<file path="src/rtl/instr_encoder.sv">
// instr_encoder: packs decoded RV32I fields (R/I/S/B/U/J) into a 32-bit
// instruction word and tags it with a sequential instruction-memory write address.
// Input side is valid/ready; output is a one-entry registered stage with valid/ready.
// Optional build macro INSTR_ENC_IMM_CHECK_EN: flags illegal immediates in err.

package instr_pkg;
  typedef enum logic [2:0] {
    INSTR_TYPE_R       = 3'd0,
    INSTR_TYPE_I       = 3'd1,
    INSTR_TYPE_S       = 3'd2,
    INSTR_TYPE_B       = 3'd3,
    INSTR_TYPE_U       = 3'd4,
    INSTR_TYPE_J       = 3'd5,
    INSTR_TYPE_UNKNOWN = 3'd6
  } instr_type_enum;
endpackage

module instr_encoder
  import instr_pkg::*;
#(
  parameter logic [31:0] BASE_ADDR = 32'h0000_0000,
  parameter int          DEPTH     = 256
) (
  input  logic                       clk,
  input  logic                       reset,
  input  logic                       clear,
  input  logic                       in_valid,
  output logic                       in_ready,
  input  instr_type_enum             instr_type,
  input  logic [6:0]                 opcode,
  input  logic [4:0]                 rd,
  input  logic [4:0]                 rs1,
  input  logic [4:0]                 rs2,
  input  logic [2:0]                 funct3,
  input  logic [6:0]                 funct7,
  input  logic [31:0]                imm,
  output logic                       out_valid,
  input  logic                       out_ready,
  output logic [31:0]                instr,
  output logic [31:0]                addr,
  output logic [$clog2(DEPTH+1)-1:0] count,
  output logic                       err
);

  localparam int          CW        = $clog2(DEPTH + 1);
  localparam logic [31:0] LAST_ADDR = BASE_ADDR + 32'(4 * (DEPTH - 1));
  localparam logic [CW-1:0] COUNT_MAX = CW'(DEPTH);

  // Field packing for each instruction format; unknown types encode to zero.
  function automatic logic [31:0] encode_word(
    input instr_type_enum t,
    input logic [6:0]     op,
    input logic [4:0]     f_rd,
    input logic [4:0]     f_rs1,
    input logic [4:0]     f_rs2,
    input logic [2:0]     f_funct3,
    input logic [6:0]     f_funct7,
    input logic [31:0]    f_imm
  );
    logic [31:0] w;
    case (t)
      INSTR_TYPE_R: w = {f_funct7, f_rs2, f_rs1, f_funct3, f_rd, op};
      INSTR_TYPE_I: w = {f_imm[11:0], f_rs1, f_funct3, f_rd, op};
      INSTR_TYPE_S: w = {f_imm[11:5], f_rs2, f_rs1, f_funct3, f_imm[4:0], op};
      INSTR_TYPE_B: w = {f_imm[12], f_imm[10:5], f_rs2, f_rs1, f_funct3,
                         f_imm[4:1], f_imm[11], op};
      INSTR_TYPE_U: w = {f_imm[31:12], f_rd, op};
      INSTR_TYPE_J: w = {f_imm[20], f_imm[10:1], f_imm[11], f_imm[19:12], f_rd, op};
      default:      w = 32'h0000_0000;
    endcase
    return w;
  endfunction

  // True for any type code outside the six real formats.
  function automatic logic is_unknown(input instr_type_enum t);
    logic u;
    case (t)
      INSTR_TYPE_R, INSTR_TYPE_I, INSTR_TYPE_S,
      INSTR_TYPE_B, INSTR_TYPE_U, INSTR_TYPE_J: u = 1'b0;
      default:                                  u = 1'b1;
    endcase
    return u;
  endfunction

`ifdef INSTR_ENC_IMM_CHECK_EN
  // True when the immediate cannot be represented exactly in the chosen format.
  function automatic logic imm_illegal(input instr_type_enum t, input logic [31:0] v);
    logic bad;
    case (t)
      INSTR_TYPE_I, INSTR_TYPE_S: bad = (v[31:11] != {21{v[11]}});
      INSTR_TYPE_B:               bad = (v[31:12] != {20{v[12]}}) || v[0];
      INSTR_TYPE_J:               bad = (v[31:20] != {12{v[20]}}) || v[0];
      INSTR_TYPE_U:               bad = (v[11:0] != 12'h000);
      default:                    bad = 1'b0;
    endcase
    return bad;
  endfunction
`endif

  logic          out_valid_r;
  logic [31:0]   instr_r;
  logic [31:0]   addr_r;
  logic [31:0]   wptr_r;
  logic [CW-1:0] count_r;
  logic          err_r;

  logic          in_ready_s;
  logic          accept_s;
  logic          out_fire_s;
  logic [31:0]   enc_s;
  logic          bad_s;

  // Handshake qualification, word encoding and error detection for the current input.
  always_comb begin
    in_ready_s = 1'b0;
    accept_s   = 1'b0;
    out_fire_s = 1'b0;
    enc_s      = 32'h0000_0000;
    bad_s      = 1'b0;
    if (clear) begin
      in_ready_s = 1'b0;
    end else begin
      in_ready_s = !out_valid_r || out_ready;
    end
    accept_s   = in_valid && in_ready_s;
    out_fire_s = out_valid_r && out_ready;
    enc_s      = encode_word(instr_type, opcode, rd, rs1, rs2, funct3, funct7, imm);
`ifdef INSTR_ENC_IMM_CHECK_EN
    bad_s      = is_unknown(instr_type) || imm_illegal(instr_type, imm);
`else
    bad_s      = is_unknown(instr_type);
`endif
  end

  // One-entry output register: load on accept, drain on sink handshake.
  always_ff @(posedge clk or posedge reset) begin
    if (reset) begin
      out_valid_r <= 1'b0;
      instr_r     <= 32'h0000_0000;
      addr_r      <= BASE_ADDR;
    end else if (clear) begin
      out_valid_r <= 1'b0;
      instr_r     <= 32'h0000_0000;
      addr_r      <= BASE_ADDR;
    end else if (accept_s) begin
      out_valid_r <= 1'b1;
      instr_r     <= enc_s;
      addr_r      <= wptr_r;
    end else if (out_fire_s) begin
      out_valid_r <= 1'b0;
    end else begin
      out_valid_r <= out_valid_r;
    end
  end

  // Write pointer: advances by one word per accept, wrapping after DEPTH words.
  always_ff @(posedge clk or posedge reset) begin
    if (reset) begin
      wptr_r <= BASE_ADDR;
    end else if (clear) begin
      wptr_r <= BASE_ADDR;
    end else if (accept_s) begin
      if (wptr_r == LAST_ADDR) begin
        wptr_r <= BASE_ADDR;
      end else begin
        wptr_r <= wptr_r + 32'd4;
      end
    end else begin
      wptr_r <= wptr_r;
    end
  end

  // Emitted-word counter, saturating so it never rolls back past DEPTH.
  always_ff @(posedge clk or posedge reset) begin
    if (reset) begin
      count_r <= '0;
    end else if (clear) begin
      count_r <= '0;
    end else if (out_fire_s && (count_r != COUNT_MAX)) begin
      count_r <= count_r + CW'(1);
    end else begin
      count_r <= count_r;
    end
  end

  // Sticky error flag, set by any accepted word that could not be encoded faithfully.
  always_ff @(posedge clk or posedge reset) begin
    if (reset) begin
      err_r <= 1'b0;
    end else if (clear) begin
      err_r <= 1'b0;
    end else if (accept_s && bad_s) begin
      err_r <= 1'b1;
    end else begin
      err_r <= err_r;
    end
  end

  assign in_ready  = in_ready_s;
  assign out_valid = out_valid_r;
  assign instr     = instr_r;
  assign addr      = addr_r;
  assign count     = count_r;
  assign err       = err_r;

endmodule

</file>
<file path="config.mk">
export PLATFORM = sky130hd
export DESIGN_NAME = instr_encoder
export DESIGN_NICKNAME = d
export VERILOG_FILES = /design/src/rtl/instr_encoder.sv
export SDC_FILE = /design/constraint.sdc
export NUM_CORES = 1
export LEC_CHECK = 0
export CAP_MARGIN = 10
export CORE_MARGIN = 2
export CORE_UTILIZATION = 45
export CTS_CLUSTER_DIAMETER = 50
export DETAILED_ROUTE_END_ITERATION = 8
export DONT_BUFFER_PORTS = 1
export PLACE_DENSITY = 0.68
export SLEW_MARGIN = 20
export SYNTH_ARGS = -nofsm -noshare
export SYNTH_HDL_FRONTEND = slang
export SYNTH_SLANG_ARGS = --single-unit
</file>
<file path="constraint.sdc">
create_clock -name clk -period 5.29 [get_ports clk]
set_clock_uncertainty 0.05 [all_clocks]
set_input_delay 1.587 -clock clk [delete_from_list [all_inputs] [get_ports clk]]
set_output_delay 1.587 -clock clk [all_outputs]
set_load 0.1 [all_outputs]
</file>
==> results by group <==
Placement
  • Port bufs: 0
  • HPWL Detailed: 9147 µm
  • Final GP Congestion: 0.9044
  • Pre-CTS setup slack: 1.515 ns
  • Dpl cells: 674

Logic synthesis
  • Synth warn: 0
  • Cell variety after synth: 54
  • Synthesized area: 5241 µm²
  • Synth Instances: 571
  • Syn Area/Cell: 9.179 µm²
  • #FFs+latches synth: 104
  • Ys flop type: dfrtp_1
  • Async SR Flop Fraction: 1.000
  • EDFF count, synth: 0
  • Register area share after synthesis: 0.4965
  • Syn_nets: 647

Timing
  • Final min period: 3.776 ns
  • Setup TNS: 0 ns
  • Final hold viol count: 0
  • Part of the cycle the worst path needs: 0.7138
  • Max Clock Freq: 264.8 MHz
  • RSZ-0062 raised after global routing: false
  • Slew HR: 0.2846
  • Final setup fails: 0
  • Tightest Pin Transition: 1.063 ns
  • Slew Viols, Final: 0
  • Worst setup margin: 1.514 ns

Die
  • Row cnt: 39
  • DIE AREA: 12530 µm²
  • Core Region: 11370 µm²
  • Starting Density: 0.4610
  • Die Height: 111.9 µm
  • Die X: 111.9 µm
  • # IOs: 148

Global routing
  • Initial antenna violation count: 0
  • Largest net degree at the start of global routing: 68
  • Vias in the first global route: 4148
  • Total GRT Usage: 0.2149
  • Grt ovf: 0
  • First-pass GRT wire length: 21880 µm

Layout
  • Post-layout util: 0.4908
  • Commonest non-fill, non-tap cell in the layout: dfrtp_1
  • Layout Nets: 618
  • Final std cells w/o fill: 690
  • Fill cells: 1041
  • Most frequent cells in the layout: dfrtp_1, nand2_1, nand3_1, o21ai_0, a21oi_1
  • Ratio of cells with drive above 1 in the final layout: 0.06399
  • Antenna diodes: 0
  • Synthesis-to-finish area growth: 6.469%

Clocking
  • Clock latency on the worst-skew pair: 0.34 ns
  • Post-CTS setup buffer count: 0
  • CTS H-Tree Depth: 3
  • Hold_buf cts: 0
  • CTS buffer count: 9
  • Clk slew on worst S/H paths: 0.07 ns
  • Resized cells post-CTS: 0
  • Bufs on Longest Clock Path: 2
  • Clock sink total: 104
  • CTS Root Cell: clkbuf_16
  • CTS tree: done

Routing
  • DR WL/cell: 19.26 µm
  • Routed WL: 13290 µm
  • DR iter-0 viols: 353
  • Routed Antenna Nets: 0
  • DR vias: 4347
  • DRC viols: 0
  • DRT Pass-1 Iters: 5
  • Drt via density: 6.300

Hold path
  • Worst hold-check path type: flop to flop

Power and ir drop
  • Worst vdd ir: 0.1640 mV
  • P per Cell Area: 310.4 nW/µm²
  • Leakage: 2.475 nW

Worst setup path
  • Critical Path AT: 2.14 ns
  • Req. time, crit path: 3.65 ns
  • Element type at the critical path start: input pin
  • Max Fanout on Critical Path: 3
  • Endpoint class of the critical path: primary output
  • Crit Path Category: input pin to primary output

Run
  • Number of max-cap violations: 0

Run status
  • Status: completed
## power breakdown
part	total, W	switching, W	internal [W]	leakage [nW]
Combinational	0.000132	0.0000895	0.0000428	0.909
Clock	0.000621	0.000284	0.000336	0.134
Sequential	0.000979	0.000165	0.000814	1.43
## per-layer routing
metal	track usage	routed length, µm
met3	0.05988	1162
met4	0.05514	102
met5	0	0
met1	0.2942	5722
met2	0.3402	6299
## synth_stat cells (all sizes together) (2+ instances only)
cell,n,area share
nor3,7,0.0076
o211ai,2,0.0029
a22oi,15,0.021
mux2i,9,0.017
a21oi,25,0.024
clkbuf,32,0.023
nand3b,2,0.0029
a41oi,4,0.0067
a221oi,2,0.0033
a22o,19,0.032
and4,4,0.0067
inv,12,0.0086
dfrtp,104,0.50
buf,14,0.013
mux2,3,0.0064
or4,3,0.0043
nand2,77,0.055
nor2b,12,0.014
xnor2,3,0.0050
a21boi,2,0.0029
o21ai,43,0.041
nor2,23,0.016
nand4,9,0.012
nor4bb,2,0.0038
and3,7,0.0084
nand3,71,0.070
and2,3,0.0036
a21o,4,0.0057
nand2b,5,0.0060
nor4,10,0.016
a31oi,22,0.026
ha,4,0.0095
xor2,4,0.0067
## state kept, by name, summed over array words and instances (netlist names)
register   cells
count          9
instr         32
addr          31
out_valid      1
wptr_r        30
err            1
## per-stage QoR
step / area, µm² / total power (W) / hold WS [ns]
2_1_floorplan: 5241 / 0.001097 / 0.3972
3_3_place_gp: 5295 / 0.001120 / 0.4395
3_5_place_dp: 5295 / 0.001127 / 0.4509
4_1_cts: 5572 / 0.001742 / 0.4616
5_1_grt: 5580 / 0.001794 / 0.4800
6_report: 5580 / 0.001732 / 0.4586
## worst paths after layout
path	start	end	slack (ns)	cells after the start
worst max-delay path	out_ready	in_ready	1.51	3
worst min-delay path	wptr_r[31]	wptr_r[31]	0.46	1
worst max register to register	out_valid	wptr_r[26]	2.21	6
worst min register to register	wptr_r[31]	wptr_r[31]	0.46	1
max in group asynchronous	reset	wptr_r[2]	2.92	2
min in group asynchronous	reset	addr[7]	1.25	1
## layout make-up
cell class              count  area [µm²]  area share
clock inverters             3       26.28    0.004709
repair buffers              6       45.04    0.008072
clock buffers              13       250.2     0.04484
well taps                 143       178.9     0.03206
multi-input cells         409        2429      0.4352
flip-flops and latches    104        2604      0.4666
inverters                  12       47.55    0.008520
## worst max-delay path, stage by stage
cell and delay, ns:
nor2b_1 0.27, nor2_2 0.05, buf_4 0.23
## logic make-up after synthesis
kind of cell,count (synthesis),share of synthesized area
XOR/XNOR,7,0.01170
multiplexers,12,0.02363
flip-flops,104,0.4965
AND/OR/NAND/NOR,236,0.2285
AO/OA/AOI/OAI,150,0.1850
buffers and inverters,58,0.04512
adder cells (fa/ha/maj),4,0.009549
(Power assumes the default switching activity.)
